## config.mk

```make
export PLATFORM = sky130hd
export DESIGN_NAME = top_mole99
export DESIGN_NICKNAME = d
export VERILOG_FILES = /design/src/rtl/top_mole99_pkg.sv /design/src/rtl/top_mole99_vga_timing.sv /design/src/rtl/top_mole99.sv
export SDC_FILE = /design/constraint.sdc
export NUM_CORES = 1
export LEC_CHECK = 0
export CORE_ASPECT_RATIO = 1.4
export CORE_MARGIN = 10
export CORE_UTILIZATION = 58
export DETAILED_ROUTE_END_ITERATION = 8
export PLACE_DENSITY = 0.88
export RECOVER_POWER = 100
export SYNTH_ARGS = -nofsm -noshare
export SYNTH_HDL_FRONTEND = slang
export SYNTH_SLANG_ARGS = --single-unit
```

## constraint.sdc

```tcl
create_clock -name clk -period 4.9 [get_ports clk]
set_clock_uncertainty 0.2 [all_clocks]
set_input_delay 0.49 -clock clk [delete_from_list [all_inputs] [get_ports clk]]
set_output_delay 0.49 -clock clk [all_outputs]
set_load 0.02 [all_outputs]
```

## src/rtl/top_mole99_pkg.sv

```systemverilog
// Shared VGA 640x480@60 timing constants, sprite geometry and artwork for top_mole99.
package top_mole99_pkg;

  localparam logic [9:0] H_VISIBLE    = 10'd640;
  localparam logic [9:0] H_FRONT      = 10'd16;
  localparam logic [9:0] H_SYNC       = 10'd96;
  localparam logic [9:0] H_BACK       = 10'd48;
  localparam logic [9:0] H_TOTAL      = 10'd800;
  localparam logic [9:0] H_SYNC_START = H_VISIBLE + H_FRONT;
  localparam logic [9:0] H_SYNC_END   = H_SYNC_START + H_SYNC;

  localparam logic [9:0] V_VISIBLE    = 10'd480;
  localparam logic [9:0] V_FRONT      = 10'd10;
  localparam logic [9:0] V_SYNC       = 10'd2;
  localparam logic [9:0] V_BACK       = 10'd33;
  localparam logic [9:0] V_TOTAL      = 10'd525;
  localparam logic [9:0] V_SYNC_START = V_VISIBLE + V_FRONT;
  localparam logic [9:0] V_SYNC_END   = V_SYNC_START + V_SYNC;

  localparam int         SPRITE_SIZE  = 16;
  localparam int         SPRITE_SCALE = 4;
  localparam logic [9:0] SPRITE_PIX   = 10'(SPRITE_SIZE * SPRITE_SCALE);

  localparam logic [9:0] X_MAX   = 10'd576;
  localparam logic [9:0] Y_MAX   = 10'd416;
  localparam logic [9:0] X_RESET = 10'd288;
  localparam logic [9:0] Y_RESET = 10'd208;

  typedef logic [5:0] rgb_t;

  // Pony facing right; bit 15 of each row is the leftmost column.
  localparam logic [15:0] SPRITE_BITMAP [SPRITE_SIZE] = '{
    16'b0000_0000_0110_0000,
    16'b0000_0000_1111_0000,
    16'b0000_0001_1111_1000,
    16'b0000_0011_1101_1100,
    16'b0000_0111_1111_1110,
    16'b0000_1111_1110_0110,
    16'b0001_1111_1100_0000,
    16'b0111_1111_1100_0000,
    16'b1111_1111_1100_0000,
    16'b1111_1111_1000_0000,
    16'b0111_1111_1000_0000,
    16'b0011_0000_1100_0000,
    16'b0011_0000_1100_0000,
    16'b0011_0000_1100_0000,
    16'b0011_0000_1100_0000,
    16'b0111_0001_1100_0000
  };

  // TinyVGA Pmod pin order: {hs, B0, G0, R0, vs, B1, G1, R1}.
  function automatic logic [7:0] pack_pins(input rgb_t c, input logic hs_n, input logic vs_n);
    return {hs_n, c[0], c[2], c[4], vs_n, c[1], c[3], c[5]};
  endfunction

endpackage

```

## src/rtl/top_mole99_vga_timing.sv

```systemverilog
// Horizontal/vertical pixel counters with sync and visible-area decode.
module vga_timing
  import top_mole99_pkg::*;
(
  input  logic       clk,
  input  logic       rst_n,
  output logic [9:0] hcount,
  output logic [9:0] vcount,
  output logic       hsync_n,
  output logic       vsync_n,
  output logic       visible
);

  logic [9:0] hcount_q, hcount_d;
  logic [9:0] vcount_q, vcount_d;

  always_comb begin
    hcount_d = hcount_q;
    vcount_d = vcount_q;
    if (hcount_q == H_TOTAL - 10'd1) begin
      hcount_d = 10'd0;
      if (vcount_q == V_TOTAL - 10'd1) begin
        vcount_d = 10'd0;
      end else begin
        vcount_d = vcount_q + 10'd1;
      end
    end else begin
      hcount_d = hcount_q + 10'd1;
    end
  end

  always_ff @(posedge clk or negedge rst_n) begin
    if (!rst_n) begin
      hcount_q <= 10'd0;
      vcount_q <= 10'd0;
    end else begin
      hcount_q <= hcount_d;
      vcount_q <= vcount_d;
    end
  end

  assign hcount  = hcount_q;
  assign vcount  = vcount_q;
  assign hsync_n = !((hcount_q >= H_SYNC_START) && (hcount_q < H_SYNC_END));
  assign vsync_n = !((vcount_q >= V_SYNC_START) && (vcount_q < V_SYNC_END));
  assign visible = (hcount_q < H_VISIBLE) && (vcount_q < V_VISIBLE);

endmodule

```

## src/rtl/top_mole99.sv

```systemverilog
// Bouncing 64x64 pony sprite over a programmable background on TinyVGA pins.
// Optional feature macro: SPRITE_MIRROR_EN (face the direction of travel).
module top_mole99
  import top_mole99_pkg::*;
(
`ifdef USE_POWER_PINS
  inout  wire        VPWR,
  inout  wire        VGND,
`endif
  input  logic       clk,
  input  logic       rst_n,
  input  logic       ena,
  input  logic [7:0] ui_in,
  input  logic [7:0] uio_in,
  output logic [7:0] uo_out,
  output logic [7:0] uio_out,
  output logic [7:0] uio_oe
);

  logic [9:0] hcount_s, vcount_s;
  logic       hsync_n_s, vsync_n_s, visible_s;

  vga_timing u_timing (
    .clk     (clk),
    .rst_n   (rst_n),
    .hcount  (hcount_s),
    .vcount  (vcount_s),
    .hsync_n (hsync_n_s),
    .vsync_n (vsync_n_s),
    .visible (visible_s)
  );

  logic [9:0] x_q, x_d, y_q, y_d;
  logic       dx_q, dx_d, dy_q, dy_d;
  logic       upd_s;
  logic [7:0] uo_q, uo_d;

  // Once per frame, at the start of vertical blanking, unless paused.
  assign upd_s = (hcount_s == 10'd0) && (vcount_s == V_VISIBLE) && !ui_in[6];

  always_comb begin
    x_d  = x_q;
    y_d  = y_q;
    dx_d = dx_q;
    dy_d = dy_q;
    if (upd_s) begin
      if (dx_q) begin
        if (x_q == X_MAX) begin
          dx_d = 1'b0;
          x_d  = x_q - 10'd1;
        end else begin
          x_d  = x_q + 10'd1;
        end
      end else begin
        if (x_q == 10'd0) begin
          dx_d = 1'b1;
          x_d  = x_q + 10'd1;
        end else begin
          x_d  = x_q - 10'd1;
        end
      end
      if (dy_q) begin
        if (y_q == Y_MAX) begin
          dy_d = 1'b0;
          y_d  = y_q - 10'd1;
        end else begin
          y_d  = y_q + 10'd1;
        end
      end else begin
        if (y_q == 10'd0) begin
          dy_d = 1'b1;
          y_d  = y_q + 10'd1;
        end else begin
          y_d  = y_q - 10'd1;
        end
      end
    end else begin
      x_d = x_q;
    end
  end

  logic [9:0]  hoff_s, voff_s;
  logic        in_spr_s, pix_on_s;
  logic [3:0]  col_raw_s, col_s, row_s;
  logic [15:0] row_bits_s;
  rgb_t        rgb_s;

  // Offsets wrap when left/above the sprite, so the >= guard is needed too.
  always_comb begin
    hoff_s     = hcount_s - x_q;
    voff_s     = vcount_s - y_q;
    in_spr_s   = (hcount_s >= x_q) && (hoff_s < SPRITE_PIX) &&
                 (vcount_s >= y_q) && (voff_s < SPRITE_PIX);
    col_raw_s  = hoff_s[5:2];
    row_s      = voff_s[5:2];
`ifdef SPRITE_MIRROR_EN
    col_s      = dx_q ? col_raw_s : (4'd15 - col_raw_s);
`else
    col_s      = col_raw_s;
`endif
    row_bits_s = SPRITE_BITMAP[row_s];
    pix_on_s   = in_spr_s && row_bits_s[4'd15 - col_s];
    if (!visible_s) begin
      rgb_s = 6'd0;
    end else if (pix_on_s) begin
      rgb_s = ui_in[5:0];
    end else begin
      rgb_s = uio_in[5:0];
    end
    uo_d = pack_pins(rgb_s, hsync_n_s, vsync_n_s);
  end

  always_ff @(posedge clk or negedge rst_n) begin
    if (!rst_n) begin
      x_q  <= X_RESET;
      y_q  <= Y_RESET;
      dx_q <= 1'b1;
      dy_q <= 1'b1;
      uo_q <= 8'h88;
    end else begin
      x_q  <= x_d;
      y_q  <= y_d;
      dx_q <= dx_d;
      dy_q <= dy_d;
      uo_q <= uo_d;
    end
  end

  assign uo_out  = uo_q;
  assign uio_out = 8'd0;
  assign uio_oe  = 8'd0;

  logic unused_s;
  assign unused_s = &{1'b0, ena, ui_in[7], uio_in[7:6]};

endmodule

```

# ---- Word-level counts from Yosys, hierarchy flattened
# Memories as Yosys holds them, arrays and structs flattened.
# Cells that the tools add are included.
dict set report totals {
  regBits 50
  mem_bits_ro 256
  output_inout_bits 24
  word_cells 70
  memories 1
}
dict set report op_classes {
  add_sub_neg 9
  n_lt_le_gt_ge 12
  n_eq_ne 5
  n_mux 20
  bitwise 1
  n_reduce_logical 15
}
# name depth width read_ports rd_ports_with_merged_regs wr line_no
set mem_list {}
lappend mem_list {{(name not given)} 16 16 1 0 0 top_mole99.sv:101} ;# row_bits_s = SPRITE_BITMAP[row_s];
# cell n
set op_table {}
lappend op_table {{10-bit 2-to-1 mux} 8}
lappend op_table {{10-bit by 1-bit adder with 10-bit output, second input constant} 4}
lappend op_table {{16-bit 2-to-1 mux} 2}
lappend op_table {{10-bit == test, second input constant} 3}
lappend op_table {{10-bit zero test} 3}
lappend op_table {{10-bit by 9-bit == test with 1-bit output, second input constant} 2}
lappend op_table {{10-bit greater-or-equal comparator} 2}
lappend op_table {{10-bit less-than comparator, second input constant} 2}
lappend op_table {{10-bit by 7-bit less-than comparator with 1-bit output, second input constant} 2}
lappend op_table {{10-bit by 9-bit less-than comparator with 1-bit output, second input constant} 2}
lappend op_table {{10-bit by 1-bit subtractor with 10-bit output, second input constant} 2}
lappend op_table {{10-bit subtractor} 2}
lappend op_table {{6-bit 2-to-1 mux} 2}
lappend op_table {{10-bit greater-or-equal comparator, second input constant} 1}
lappend op_table {{10-bit by 9-bit greater-or-equal comparator with 1-bit output, second input constant} 1}
lappend op_table {{1-bit logical AND} 9}
lappend op_table {{1-bit 2-to-1 mux} 7}
lappend op_table {{5-bit greater-or-equal comparator, second input constant} 1}
lappend op_table {{4-bit by 5-bit less-than comparator with 1-bit output, second input constant} 1}
lappend op_table {{4-bit NOT with 5-bit output} 1}
lappend op_table {{1-bit binary-select mux with 4-bit select} 1}
lappend op_table {{4-bit subtractor, first input constant} 1}
lappend op_table {{1-bit zero test} 3}

# ---- Logic depth before layout (Yosys ltp)
# Gate-level depths: netlist of run 1.
dict set report depth {
  ltp_word 10
  mapped_depth 14
  depth_no_buf 14
}

# ---- Cells and area by module
# From an unflattened synthesis of run 1, not the netlist that was laid out.
dict set report hier_totals {
  cells_unflattened 515
  area_unflattened_um2 4326.6
}
# module instances cells_each area_each_um2
set modules_own_cells {}
lappend modules_own_cells {top_mole99 1 399 3213.1}
lappend modules_own_cells {vga_timing 1 116 1113.6}

# ---- Worst setup path before layout of run 1
# OpenSTA, ideal clock, no wires.
dict set report synth_path {
  kind {register to register}
  startpoint {reg y_q[3]}
  endpoint {reg uo_q[0], in the netlist uo_out[0]}
  t_arrival_ns 3.101
  required_ns 4.620
  slack_ns 1.519
  path_stages_with_launch 14
  n_path_buf 2
  synth_period_minus_slack_ns 3.381
  path_cell_list {dfrtp_1 > clkbuf_1 > inv_1 > ha_1 > a21o_1 > and2_4 > or4_4 > buf_6 > a2111oi_4 > o21ai_2 > a32oi_2 > a21oi_1 > o2111ai_4 > mux2i_1}
}
dict set report synth_between {
  elab_chain_cells 10
  elab_cells_between_ends 14
}
# item line_no
set synth_lines {}
lappend synth_lines {{start, declared} top_mole99.sv:33} ;# logic [9:0] x_q, x_d, y_q, y_d;
lappend synth_lines {{start signal, assigned} top_mole99.sv:122} ;# y_q <= y_d;
lappend synth_lines {{10-bit subtractor} top_mole99.sv:91} ;# voff_s = vcount_s - y_q;
lappend synth_lines {{4-bit NOT with 5-bit output (implied by the code)} top_mole99.sv:101}
lappend synth_lines {{memory 16 x 16 bit} -}
lappend synth_lines {{16-bit 2-to-1 mux (implied by the code) (2 in a row)} top_mole99.sv:101}
lappend synth_lines {{1-bit binary-select mux with 4-bit select} top_mole99.sv:102} ;# pix_on_s = in_spr_s && row_bits_s[4'd15 - col_s];
lappend synth_lines {{1-bit 2-to-1 mux (implied by the code)} top_mole99.sv:102}
lappend synth_lines {{1-bit logical AND (*)} top_mole99.sv:102}
lappend synth_lines {{6-bit 2-to-1 mux (*)} top_mole99.sv:105} ;# end else if (pix_on_s) begin
lappend synth_lines {{6-bit 2-to-1 mux (*)} top_mole99.sv:103} ;# if (!visible_s) begin
lappend synth_lines {{via rgb_s[5]} top_mole99.sv:86} ;# rgb_t rgb_s;
lappend synth_lines {{end signal, assigned} top_mole99.sv:125} ;# uo_q <= uo_d;
lappend synth_lines {{end, declared} top_mole99.sv:36} ;# logic [7:0] uo_q, uo_d;
# Mark *: on every way through the listed nets, which the timed path passes. The rest lies on a longest branch. The select of a mux whose other input is x is not followed.
# A chain may end at the register's enable or synchronous reset.

# ---- Final worst setup path of run 1
dict set report layout_path {
  startpoint {reg y_q[2]}
  endpoint {reg uo_q[0], in the netlist uo_out[0]}
}
# Same word-level chain as after synthesis.

==> results of run 1 <==
[per-stage QoR]
stage / setup slack [ns] / cell area (um2) / hold slack (ns) / total power, W / instances
final: 0.895 / 4400 / 0.297 / 0.000774 / 587
after global routing: 0.567 / 4400 / 0.343 / 0.000796 / 587
after CTS: 1.23 / 4430 / 0.0804 / 0.000777 / 587
after detailed placement: 1.25 / 4310 / 0.282 / 0.000467 / 579
after global placement: 1.33 / 4310 / 0.270 / 0.000466 / 579
after floorplan: 1.52 / 4120 / -0.00559 / 0.000451 / 486
[sequential cells by signal, summed over array words and instances (netlist names)]
name,flops
u_timing.hcount,10
u_timing.vcount,10
x_q,10
y_q,10
uo_out,8
dx_q,1
dy_q,1
[placed cells by master (no fill, tap or decap), types with 9 or more instances in the layout]
cell type / instances
nand4_1: 16
xor2_1: 10
nand3_1: 25
ha_1: 32
a21oi_1: 20
dfstp_2: 9
nor4_1: 11
dfrtp_1: 41
mux2i_1: 11
xnor2_1: 25
nor2_1: 33
clkdlybuf4s50_1: 13
nor3_1: 14
nand2_1: 46
conb_1: 16
inv_1: 32
o21ai_0: 24
[layer usage]
layer	vias up	wire length (um)
met4	0	305
met1	1718	3710
li1	1708	-
met5	-	0
met3	20	556
met2	146	4760
[power by group through the flow]
| stage | sequential, W | combinational (W) | clock (W) |
|---|---|---|---|
| floorplan | 0.000427 | 0.0000237 | 0 |
| global placement | 0.000424 | 0.0000420 | 0 |
| detailed placement | 0.000424 | 0.0000431 | 0 |
| CTS | 0.000416 | 0.0000432 | 0.000318 |
| global route | 0.000416 | 0.0000460 | 0.000334 |
| finish | 0.000416 | 0.0000417 | 0.000317 |
[final cells by class]
type / count / area, um2
flip-flops and latches: 50 / 1260
inverters: 32 / 120
clock buffers: 6 / 82.6
repair buffers: 26 / 234
multi-input cells: 376 / 2540
fillers: 526 / 2490
clock inverters: 2 / 38.8
well taps: 95 / 119
[cells by family after synthesis]
group / Yosys count / share of synthesized area, %
muxes: 12 / 2.99
AOI/OAI and AO/OA: 96 / 17.5
other: 1 / 0.0923
and+or+nand+nor: 185 / 23.7
xor gates and xnor gates: 35 / 7.55
adders and majority gates: 32 / 9.86
buffers and inverters: 60 / 7.27
DFF: 50 / 31.1
[worst max-delay path, delay by kind of cell (launching register included)]
family | cells | cell delay [ns]
flip-flops | 1 | 0.41
XOR/XNOR | 1 | 0.30
multiplexers | 1 | 0.29
adder cells (fa/ha/maj) | 2 | 0.57
buffers and inverters | 2 | 0.36
AO/OA/AOI/OAI | 7 | 1.79
[worst min-delay path by stage]
| stage | startpoint | end | slack [ns] | depth (start not counted) |
|---|---|---|---|---|
| after floorplan | rst_n | u_timing.hcount[0] | -0.006 | 0 |
| final | x_q[9] | dx_q | 0.30 | 1 |
| after global routing | x_q[9] | dx_q | 0.34 | 1 |
| after CTS | rst_n | u_timing.vcount[4] | 0.08 | 2 |
| after global placement | u_timing.hcount[0] | u_timing.hcount[0] | 0.27 | 1 |
| after detailed placement | x_q[9] | dx_q | 0.28 | 1 |
==> impl_results.html, run 1 <==
<table>
<tr><th>Metric</th><th>Value</th></tr>
<tr><th colspan="2">Setup path</th></tr>
<tr><td>Worst Path Required</td><td>4.93 ns</td></tr>
<tr><td>Critical path's largest stage delay</td><td>0.73 ns</td></tr>
<tr><td>Capturing element type of the critical path</td><td>flop</td></tr>
<tr><td>Arrival time of the worst setup path</td><td>4.04 ns</td></tr>
<tr><td>Critical Path Sink</td><td>uo_out[0]</td></tr>
<tr><td>Worst-path fanout max</td><td>8</td></tr>
<tr><td>Setup Crit Path Kind</td><td>reg2reg</td></tr>
<tr><td>Worst R2R Setup Slack</td><td>0.89 ns</td></tr>
<tr><td>Timing startpoint of the critical path</td><td>y_q[2]</td></tr>
<tr><td>R2R Path End</td><td>uo_out[0]</td></tr>
<tr><td>Reg2Reg Launch Point</td><td>y_q[2]</td></tr>
<tr><td>Critical path startpoint category</td><td>flop</td></tr>
<tr><td>Critical-path cell with the highest stage delay</td><td>o2111ai_1</td></tr>
<tr><td>Critical Path, Cell by Cell</td><td>inv_1 &gt; ha_1 &gt; a21oi_1 &gt; a21bo_2 &gt; xor2_1 &gt; inv_1 &gt; ha_1 &gt; o21ai_0 &gt; o2bb2ai_1 &gt; a32oi_2 &gt; a21oi_1 &gt; o2111ai_1 &gt; mux2i_1</td></tr>
<tr><td>Cells on worst reg2reg path</td><td>13</td></tr>
<tr><th colspan="2">GRT</th></tr>
<tr><td>Number of antenna violations at the first check in global routing</td><td>0</td></tr>
<tr><td>Met2 track demand over resource in global routing</td><td>30.7%</td></tr>
<tr><td>Largest net degree at the start of global routing</td><td>51</td></tr>
<tr><td>Total routing usage reported by global routing</td><td>17.4%</td></tr>
<tr><td>GR Overflow Total</td><td>0</td></tr>
<tr><td>Number of global-route vias before repair</td><td>3624</td></tr>
<tr><td>Global Route met1 Usage</td><td>18.7%</td></tr>
<tr><td>Global-route wire length before repair</td><td>16.1 mm</td></tr>
<tr><td>M3 GR Usage</td><td>4.27%</td></tr>
<tr><td>Top Usage Layer GRT</td><td>met2</td></tr>
<tr><th colspan="2">Die</th></tr>
<tr><td>Number of primary I/O pins</td><td>43</td></tr>
<tr><td>Total die area</td><td>0.0108 mm2</td></tr>
<tr><td>Standard cell core area</td><td>0.00689 mm2</td></tr>
<tr><td>Initial Util</td><td>58.9%</td></tr>
<tr><td>Chip Width</td><td>90.7 um</td></tr>
<tr><td>Height of the die</td><td>119 um</td></tr>
<tr><td>Placement row count</td><td>36</td></tr>
<tr><th colspan="2">Pwr</th></tr>
<tr><td>Portion of total power attributed to combinational logic</td><td>5.4%</td></tr>
<tr><td>Power density over the cells</td><td>176 mW/mm2</td></tr>
<tr><td>Leakage power</td><td>1.95 nW</td></tr>
<tr><td>Cell-internal power</td><td>0.000598 W</td></tr>
<tr><td>Sequential power share</td><td>53.7%</td></tr>
<tr><td>VDD IR-drop max</td><td>0.000251 V</td></tr>
<tr><td>Net switching fraction of the power</td><td>22.8%</td></tr>
<tr><td>Net switching power</td><td>0.000177 W</td></tr>
<tr><td>Part of the total power dissipated in the clock network</td><td>40.9%</td></tr>
<tr><th colspan="2">Layout</th></tr>
<tr><td>Share of the core filled with cells</td><td>63.8%</td></tr>
<tr><td>Final antenna diode count</td><td>0</td></tr>
<tr><td>Area growth syn-to-layout</td><td>8.32%</td></tr>
<tr><td>Number of nets in the layout</td><td>542</td></tr>
<tr><td>Share of post-route cells with drive strength above 1</td><td>7.32%</td></tr>
<tr><th colspan="2">Route</th></tr>
<tr><td>Antenna viol nets, final</td><td>0</td></tr>
<tr><td>DRC violation count after routing</td><td>0</td></tr>
<tr><td>Total vias in the final route</td><td>3592</td></tr>
<tr><td>Post-DR wirelength/cell</td><td>15.9 um</td></tr>
<tr><td>Number of iterations in the first detailed-routing pass</td><td>5</td></tr>
<tr><td>Via-per-instance ratio</td><td>6.12</td></tr>
<tr><td>Overall routed net length</td><td>9.32 mm</td></tr>
<tr><td>Number of DRC markers after the initial detailed-route iteration</td><td>264</td></tr>
<tr><th colspan="2">Clock tree</th></tr>
<tr><td>CTS resizes</td><td>0</td></tr>
<tr><td>Deepest level of the CTS H-tree</td><td>2</td></tr>
<tr><td>Root Driver</td><td>clkbuf_8</td></tr>
<tr><td>Post-CTS setup buffer count</td><td>0</td></tr>
<tr><td>Clock-pin transition on the worst setup and hold timing paths</td><td>0.11 ns</td></tr>
<tr><td>Clock tree from TritonCTS</td><td>yes</td></tr>
<tr><td>Clock Tree Buf Depth</td><td>2</td></tr>
<tr><td>Hold buffers post-CTS</td><td>0</td></tr>
<tr><td>Number of buffers inserted during clock tree synthesis</td><td>5</td></tr>
<tr><td>Sinks on Clock Net</td><td>50</td></tr>
<tr><td>Worst skew pair latency</td><td>0.33 ns</td></tr>
<tr><th colspan="2">Place</th></tr>
<tr><td>Number of buffers inserted by port buffering</td><td>22</td></tr>
<tr><td>RePlAce Congestion</td><td>0.920</td></tr>
<tr><td>Hpwl dp</td><td>7.21 mm</td></tr>
<tr><th colspan="2">Synthesis</th></tr>
<tr><td>Register bit count reported by yosys</td><td>50</td></tr>
<tr><td>Top-count cell post-synth</td><td>nand2_1</td></tr>
<tr><td>Post-synthesis cell type with the largest combined area</td><td>dfrtp_1</td></tr>
<tr><td>Number of enable-type register cells in the synthesized netlist</td><td>0</td></tr>
<tr><td>Post-synthesis instance total</td><td>471</td></tr>
<tr><td>Synth unique cells</td><td>67</td></tr>
<tr><td>Netlist Area Pre-Place</td><td>0.00406 mm2</td></tr>
<tr><td>Synth area leaders</td><td>dfrtp_1 (25%), ha_1 (9.9%), dfstp_2 (5.8%)</td></tr>
<tr><td>Async set or reset register ratio after synthesis</td><td>100%</td></tr>
<tr><td>Post-synthesis average cell area</td><td>8.62 um2</td></tr>
<tr><td>Sequential cell area fraction in the yosys report</td><td>31.1%</td></tr>
<tr><td>Number of warning messages in the yosys log</td><td>0</td></tr>
<tr><td>Ys flop type</td><td>dfrtp_1</td></tr>
<tr><td>Area share of the largest cell type after synthesis</td><td>25.3%</td></tr>
<tr><td>Commonest cells in the synthesized netlist</td><td>nand2_1 (46), dfrtp_1 (41), nor2_1 (33)</td></tr>
<tr><th colspan="2">STA</th></tr>
<tr><td>Maximum frequency from static timing analysis</td><td>250 MHz</td></tr>
<tr><td>Pin slew with the least headroom to its limit</td><td>2.60 ns</td></tr>
<tr><td>Slew HR</td><td>-73.5%</td></tr>
<tr><td>Number of slew-limit violations in the final report</td><td>51</td></tr>
<tr><td>Setup repair after global routing missed its margin</td><td>false</td></tr>
<tr><td>Sum Neg Setup Slack</td><td>0 ns</td></tr>
<tr><td>Fraction of the cycle the final worst path needs</td><td>81.7%</td></tr>
<tr><td>Post-layout min period</td><td>4.01 ns</td></tr>
<tr><td>Count of final hold-check violations</td><td>0</td></tr>
<tr><td>Total setup violations reported at the end of the flow</td><td>0</td></tr>
<tr><th colspan="2">Hold path</th></tr>
<tr><td>Class of the most critical hold timing path</td><td>reg2reg</td></tr>
<tr><th colspan="2">Status</th></tr>
<tr><td>Status</td><td>complete, but fails checks</td></tr>
<tr><td>Violations in the final reports</td><td>max-capacitance violations, max-slew violations</td></tr>
<tr><th colspan="2">Flow run</th></tr>
<tr><td>Max-cap violations</td><td>1</td></tr>
</table>
(Power assumes the default switching activity.)
==> run 2, diff against run 1 <==
clock period = 4.05 ns   (was 4.9 ns; I/O delays follow)
==> impl_results.html, run 2 (synthesis results as in run 1) <==
<table>
<tr><th>Metric</th><th>Value</th></tr>
<tr><th colspan="2">Clock tree</th></tr>
<tr><td>Number of buffers inserted during clock tree synthesis</td><td>5 (unchanged)</td></tr>
<tr><td>Root Driver</td><td>clkbuf_8</td></tr>
<tr><td>Clock Tree Buf Depth</td><td>2 (unchanged)</td></tr>
<tr><td>Worst skew pair latency</td><td>0.32 ns (about the same)</td></tr>
<tr><td>Post-CTS setup buffer count</td><td>0 (unchanged)</td></tr>
<tr><td>Clock-pin transition on the worst setup and hold timing paths</td><td>0.09 ns (-0.02 ns)</td></tr>
<tr><td>Deepest level of the CTS H-tree</td><td>2 (unchanged)</td></tr>
<tr><td>Sinks on Clock Net</td><td>50 (unchanged)</td></tr>
<tr><td>Clock tree from TritonCTS</td><td>yes</td></tr>
<tr><th colspan="2">Status</th></tr>
<tr><td>Violations in the final reports</td><td>max-capacitance violations, max-slew violations</td></tr>
<tr><td>Status</td><td>complete, but fails checks</td></tr>
<tr><th colspan="2">STA</th></tr>
<tr><td>Fraction of the cycle the final worst path needs</td><td>93.4% (+12 points)</td></tr>
<tr><td>Worst path setup slack after routing</td><td>0.266 ns (-0.628 ns)</td></tr>
<tr><td>Number of slew-limit violations in the final report</td><td>37 (-27%)</td></tr>
<tr><td>Total setup violations reported at the end of the flow</td><td>0 (unchanged)</td></tr>
<tr><td>Count of final hold-check violations</td><td>0 (unchanged)</td></tr>
<tr><td>Pin slew with the least headroom to its limit</td><td>1.92 ns (-0.680 ns)</td></tr>
<tr><td>Setup repair after global routing missed its margin</td><td>false</td></tr>
<tr><td>Sum Neg Setup Slack</td><td>0 ns (unchanged)</td></tr>
<tr><td>Slew HR</td><td>-28.1% (+45 points)</td></tr>
<tr><td>Maximum frequency from static timing analysis</td><td>264 MHz (+5.9%)</td></tr>
<tr><td>Post-layout min period</td><td>3.78 ns (-0.222 ns)</td></tr>
<tr><th colspan="2">GRT</th></tr>
<tr><td>Number of antenna violations at the first check in global routing</td><td>0 (unchanged)</td></tr>
<tr><td>Total routing usage reported by global routing</td><td>17.5% (+0.14 points)</td></tr>
<tr><td>Number of global-route vias before repair</td><td>3589 (-0.97%)</td></tr>
<tr><td>GR Overflow Total</td><td>0 (unchanged)</td></tr>
<tr><td>Largest net degree at the start of global routing</td><td>37 (-27%)</td></tr>
<tr><td>Global-route wire length before repair</td><td>16.3 mm (+1.5%)</td></tr>
<tr><th colspan="2">Setup path</th></tr>
<tr><td>Reg2Reg Launch Point</td><td>y_q[3]</td></tr>
<tr><td>Worst Path Required</td><td>4.08 ns (-0.85 ns)</td></tr>
<tr><td>Critical-path cell with the highest stage delay</td><td>a211oi_2</td></tr>
<tr><td>Worst R2R Setup Slack</td><td>0.27 ns (-0.63 ns)</td></tr>
<tr><td>Critical Path, Cell by Cell</td><td>inv_1 &gt; ha_1 &gt; a21o_1 &gt; and2_4 &gt; a211oi_2 &gt; buf_4 &gt; a21o_1 &gt; o311ai_0 &gt; o31ai_1 &gt; a21oi_1 &gt; o2111ai_2 &gt; mux2i_1</td></tr>
<tr><td>Critical path's largest stage delay</td><td>0.55 ns (-0.18 ns)</td></tr>
<tr><td>Critical path startpoint category</td><td>flop</td></tr>
<tr><td>Cells on worst reg2reg path</td><td>12 (-1)</td></tr>
<tr><td>Arrival time of the worst setup path</td><td>3.81 ns (-0.23 ns)</td></tr>
<tr><td>Worst-path fanout max</td><td>10 (+2)</td></tr>
<tr><td>Setup Crit Path Kind</td><td>reg2reg</td></tr>
<tr><td>Most used cell along the critical path</td><td>a21o_1</td></tr>
<tr><td>R2R Path End</td><td>uo_out[6]</td></tr>
<tr><td>Capturing element type of the critical path</td><td>flop</td></tr>
<tr><th colspan="2">Route</th></tr>
<tr><td>Via-per-instance ratio</td><td>6.09 (-0.50%)</td></tr>
<tr><td>Overall routed net length</td><td>9.32 mm (about the same)</td></tr>
<tr><td>Number of iterations in the first detailed-routing pass</td><td>5 (unchanged)</td></tr>
<tr><td>Antenna viol nets, final</td><td>0 (unchanged)</td></tr>
<tr><td>Post-DR wirelength/cell</td><td>15.9 um (-0.18%)</td></tr>
<tr><td>Number of DRC markers after the initial detailed-route iteration</td><td>251 (-4.9%)</td></tr>
<tr><td>Total vias in the final route</td><td>3580 (-0.33%)</td></tr>
<tr><td>DRC violation count after routing</td><td>0 (unchanged)</td></tr>
<tr><th colspan="2">Layout</th></tr>
<tr><td>Share of post-route cells with drive strength above 1</td><td>7.51% (+0.19 points)</td></tr>
<tr><td>Number of nets in the layout</td><td>543 (+0.18%)</td></tr>
<tr><td>Most common cell after layout, fill and taps aside</td><td>nand2_1</td></tr>
<tr><td>Area growth syn-to-layout</td><td>8.66%</td></tr>
<tr><td>Final antenna diode count</td><td>0 (unchanged)</td></tr>
<tr><td>Share of the core filled with cells</td><td>64.0% (+0.20 points)</td></tr>
<tr><td>Filler Cell Count</td><td>524 (-0.38%)</td></tr>
<tr><td>Cell area after layout</td><td>0.00441 mm2 (+0.31%)</td></tr>
<tr><td>Commonest cells after routing, fill and taps aside</td><td>nand2_1 (46), dfrtp_1 (41), nor2_1 (33), inv_1 (32), ha_1 (32)</td></tr>
<tr><th colspan="2">Pwr</th></tr>
<tr><td>VDD IR-drop max</td><td>0.000241 V (-4.1%)</td></tr>
<tr><td>Total design power</td><td>0.000916 W (+18%)</td></tr>
<tr><td>Leakage power</td><td>1.95 nW (about the same)</td></tr>
<tr><td>Power density over the cells</td><td>208 mW/mm2 (+18%)</td></tr>
<tr><th colspan="2">Place</th></tr>
<tr><td>RePlAce Congestion</td><td>0.923 (+0.28%)</td></tr>
<tr><td>Dpl cell area</td><td>0.00431 mm2 (unchanged)</td></tr>
<tr><td>Post-placement worst setup slack</td><td>0.335 ns (-0.916 ns)</td></tr>
<tr><td>Hpwl dp</td><td>7.11 mm (-1.3%)</td></tr>
<tr><td>Number of buffers inserted by port buffering</td><td>22 (unchanged)</td></tr>
<tr><th colspan="2">Hold path</th></tr>
<tr><td>Hold-critical path depth</td><td>1 (unchanged)</td></tr>
<tr><td>End point of the most critical hold path</td><td>u_timing.hcount[0]</td></tr>
<tr><td>Class of the most critical hold timing path</td><td>reg2reg</td></tr>
<tr><td>Beginning of the worst hold path</td><td>u_timing.hcount[0]</td></tr>
<tr><th colspan="2">Flow run</th></tr>
<tr><td>Max-cap violations</td><td>1 (unchanged)</td></tr>
<tr><th colspan="2">Die</th></tr>
<tr><td>Chip Width</td><td>90.7 um (unchanged)</td></tr>
<tr><td>Height of the die</td><td>119 um (unchanged)</td></tr>
<tr><td>Number of primary I/O pins</td><td>43 (unchanged)</td></tr>
<tr><td>Placement row count</td><td>36 (unchanged)</td></tr>
<tr><td>Initial Util</td><td>58.9% (unchanged)</td></tr>
<tr><td>Standard cell core area</td><td>0.00689 mm2 (unchanged)</td></tr>
<tr><td>Total die area</td><td>0.0108 mm2 (unchanged)</td></tr>
</table>
run 2: critical path: cells and delay by family, from the launching register on:
family                   cells  cell delay, ns
AND/OR/NAND/NOR              1            0.18
AO/OA/AOI/OAI                7            1.82
multiplexers                 1            0.27
flip-flops                   1            0.48
buffers and inverters        2            0.37
adder cells (fa/ha/maj)      1            0.38
run 2: worst max path at each step:
stage,startpoint,to,depth (start not counted)
2_1_floorplan,y_q[3],uo_out[0],13
3_3_place_gp,y_q[2],uo_out[0],13
3_5_place_dp,y_q[2],uo_out[6],13
4_1_cts,y_q[2],uo_out[6],13
5_1_grt,y_q[3],uo_out[0],12
6_report,y_q[3],uo_out[6],12
run 2: area by class of cell:
cell class / instances / area [um2] / share of cell area (%)
tap: 95 / 119 / 2.69
inverter: 32 / 120 / 2.72
timing repair buffer: 27 / 243 / 5.50
multi-input combinational: 376 / 2560 / 57.9
clock inverter: 3 / 43.8 / 0.992
sequential: 50 / 1260 / 28.6
clock buffer: 5 / 68.8 / 1.56
run 2: power breakdown:
group | internal (W) | switching [W]
clock network | 0.000185 | 0.000177
logic | 0.0000179 | 0.0000331
registers | 0.000502 | 0.000000778
run 2: layer usage:
metal	track usage [%]	routed length, um	vias to the layer above
met5	0	0	-
met4	7.49	222	0
met3	4.21	585	18
met2	31.0	4790	131
met1	19.5	3730	1728
li1	-	-	1703
run 2: timing repair:
item,in CTS,in global routing
gates resized for setup,0,1
hold buffers,1,0
endpoints found under the hold margin,10,0
setup endpoints to repair,0,2
run 2: through the flow:
step	instances	hold slack [ns]
4_1_cts	588	0.296
3_3_place_gp	579	0.118
3_5_place_dp	579	0.121
6_report	588	0.295
2_1_floorplan	486	-0.0906
5_1_grt	588	0.335
==> RTL change: new RTL, settings of run 1 <==
Register the inputs `ena`, `ui_in` and `uio_in` before use, without a reset. The logic sees them one clock later.
--- a/src/rtl/top_mole99.sv
+++ b/src/rtl/top_mole99.sv
@@ -16,6 +16,16 @@
   output logic [7:0] uio_out,
   output logic [7:0] uio_oe
 );
+
+  logic ena_q;
+  logic [7:0] ui_q;
+  logic [7:0] uio_q;
+
+  always_ff @(posedge clk) begin
+    ena_q <= ena;
+    ui_q  <= ui_in;
+    uio_q <= uio_in;
+  end
 
   logic [9:0] hcount_s, vcount_s;
   logic       hsync_n_s, vsync_n_s, visible_s;
@@ -36,7 +46,7 @@
   logic [7:0] uo_q, uo_d;
 
   // Once per frame, at the start of vertical blanking, unless paused.
-  assign upd_s = (hcount_s == 10'd0) && (vcount_s == V_VISIBLE) && !ui_in[6];
+  assign upd_s = (hcount_s == 10'd0) && (vcount_s == V_VISIBLE) && !ui_q[6];
 
   always_comb begin
     x_d  = x_q;
@@ -103,9 +113,9 @@
     if (!visible_s) begin
       rgb_s = 6'd0;
     end else if (pix_on_s) begin
-      rgb_s = ui_in[5:0];
+      rgb_s = ui_q[5:0];
     end else begin
-      rgb_s = uio_in[5:0];
+      rgb_s = uio_q[5:0];
     end
     uo_d = pack_pins(rgb_s, hsync_n_s, vsync_n_s);
   end
@@ -131,7 +141,7 @@
   assign uio_oe  = 8'd0;
 
   logic unused_s;
-  assign unused_s = &{1'b0, ena, ui_in[7], uio_in[7:6]};
+  assign unused_s = &{1'b0, ena_q, ui_q[7], uio_q[7:6]};
 
 endmodule
 
Behaviour: not the same (Yosys sat finds a counterexample within 4 cycles, from zero or initial values and one cycle with rst_n low).
==> RTL change against run 1 <==
The run still ends with max-capacitance violations, max-slew violations left; wire length fell by 0.66%; setup slack improved by 270 ps; area after synthesis rose by 2.7%; sequential cell count rose by 13; fmax rose by 7.3%; sequential share of layout area rose by 4.6 points; total power rose by 27%; final area rose by 3.8%; synthesized cell count rose by 0.21%; largest power group unchanged.
==> RTL change: results (changes against run 1) <==
[critical_path]
cpPeakStageDelay_ps=640  ; -90 ps
arrival_ps=3790  ; -250 ps
worst_path_max_delay_cell=xor2_1
cp_max_fo=10  ; +2

[global_route]
overflow=0  ; unchanged
grt_pass1_vias=3637  ; +0.36%
grt_max_degree=51  ; unchanged
antenna_found_initial=0  ; unchanged
grt_use_total=0.176  ; +0.00222
grt_pass1_wl_um=15900  ; -0.90%

[cts]
holdBufCountCts=0  ; unchanged
htree_levels=3  ; +1
cts_setup_buffers=0  ; unchanged
cts_buffer_depth=2  ; unchanged
cts_resized=0  ; unchanged
numCtsBuffers=9  ; +4
clk_latency_ps=350  ; +20 ps
ctsRootBufferMaster=clkbuf_8
clkTransAtPathRegs_ps=70  ; -40 ps

[place]
placement.setup.worst_slack_ps=1460  ; +211 ps
place_congestion=0.879  ; -4.5%
port_buffers=22  ; unchanged
hpwl_um=6930  ; -3.8%
dp.cells=579  ; unchanged

[yosys]
netlist-cell-type-count=61  ; -9.0%
synthArstFlopShare=0.794  ; -0.206
synthTopCellsByCount=nand2_1 (59), dfrtp_1 (41), nor2_1 (38)
netlist_top_cells_area=dfrtp_1 (25%), ha_1 (9.6%), dfxtp_1 (6.2%)
yosys_warnings=0  ; unchanged
synth-seq-area-share=0.365  ; +0.0543
synth_ff_type=dfrtp_1
syn_avg_cell_area_um2=8.84  ; +2.5%

[power]
ir_drop_mv=0.222  ; -12%
p_int_mw=0.763  ; +28%
leakagePower_nw=1.96  ; +0.46%

[routing]
vias_per_cell=5.85  ; -4.5%
drt_iter0_drc=233  ; -12%
vias=3478  ; -3.2%
dr.pass1.iters=4  ; -1
detail_route.wl_per_cell_um=15.6  ; -2.0%

[job]
max-cap-violations=1  ; unchanged

[outcome]
status=finished with violations
violations=max-capacitance violations, max-slew violations

[final_layout]
diodes=0  ; unchanged
drive_above_1_share=0.0700  ; -0.00317
fillers=538  ; +2.3%
layout.nets=546  ; +0.74%

[min_path]
hp-class=reg -> reg

[timing]
max_slew_margin=-0.793  ; -0.0580
drv_slew=51  ; unchanged

-- RTL change: cell count changes after synthesis, moves of 4 or more --
cell             run 1  this run
a211oi_1             0         4
a21o_1               7         3
a41oi_1              0         4
dfxtp_1              0        13
inv_1               32        28
mux2i_1             11         7
nand2_1             46        59
nand3_1             25        16
nand4_1             16         8
nor2_1              33        38
nor3_1              14        19
o21ai_0             23        18
-- RTL change: final cells by class --
type,count,area (um2),area share
multi-input combinational,368,2410,0.527
sequential,63,1520,0.333
timing repair buffer,25,226,0.0496
clock buffer,13,169,0.0370
tap,95,119,0.0260
inverter,28,105,0.0230
clock inverter,3,17.5,0.00383
-- RTL change: logic make-up (layout without fill, tap and decap cells) --
logic type / after synthesis / in the layout / share of synthesized area
AO/OA/AOI/OAI: 90 / 90 / 0.150
XOR/XNOR: 38 / 38 / 0.0834
adder cells (fa/ha/maj): 32 / 32 / 0.0960
buffers and inverters: 56 / 69 / 0.0690
flip-flops: 63 / 63 / 0.365
multiplexers: 9 / 9 / 0.0222
other: 1 / 16 / 0.000899
AND/OR/NAND/NOR: 183 / 183 / 0.214
-- RTL change: power groups by stage --
stage	clock [mW]	sequential, mW	combinational (mW)
after global routing	0.454	0.529	0.0436
final	0.416	0.529	0.0391
after CTS	0.429	0.529	0.0431
after floorplan	0	0.542	0.0237
after detailed placement	0	0.539	0.0429
after global placement	0	0.539	0.0421
-- RTL change: worst max-delay path, delay by kind of cell, from the launching register on --
family | cells | cell delay [ps]
and+or+nand+nor | 2 | 310
AOI/OAI and AO/OA | 5 | 910
adders and majority gates | 2 | 600
DFF | 1 | 440
buffers and inverters | 2 | 300
muxes | 1 | 240
xor gates and xnor gates | 1 | 640
-- RTL change: per-layer routing --
layer / global-route usage / vias to the layer above / wire length, um
met5: 0 / - / 0
met4: 0.110 / 0 / 274
met3: 0.0545 / 25 / 511
met2: 0.319 / 109 / 4890
met1: 0.169 / 1671 / 3590
li1: - / 1673 / -
-- RTL change: worst paths after layout --
kind                          start                 end  slack (ps)  depth (start not counted)
min in group asynchronous     rst_n           uo_out[2]         880                          2
min                        uio_q[3]           uo_out[1]         240                          2
min reg2reg                uio_q[3]           uo_out[1]         240                          2
max                          y_q[1]           uo_out[6]        1170                         13
max in group asynchronous     rst_n  u_timing.vcount[8]        2090                          2
max reg2reg                  y_q[1]           uo_out[6]        1170                         13
-- RTL change: per-stage QoR --
stage          hold slack [ps]  instance area (um2)
3_3_place_gp               227                 4400
4_1_cts                   56.8                 4590
3_5_place_dp               234                 4400
5_1_grt                    262                 4570
2_1_floorplan            -5.59                 4230
6_report                   236                 4570
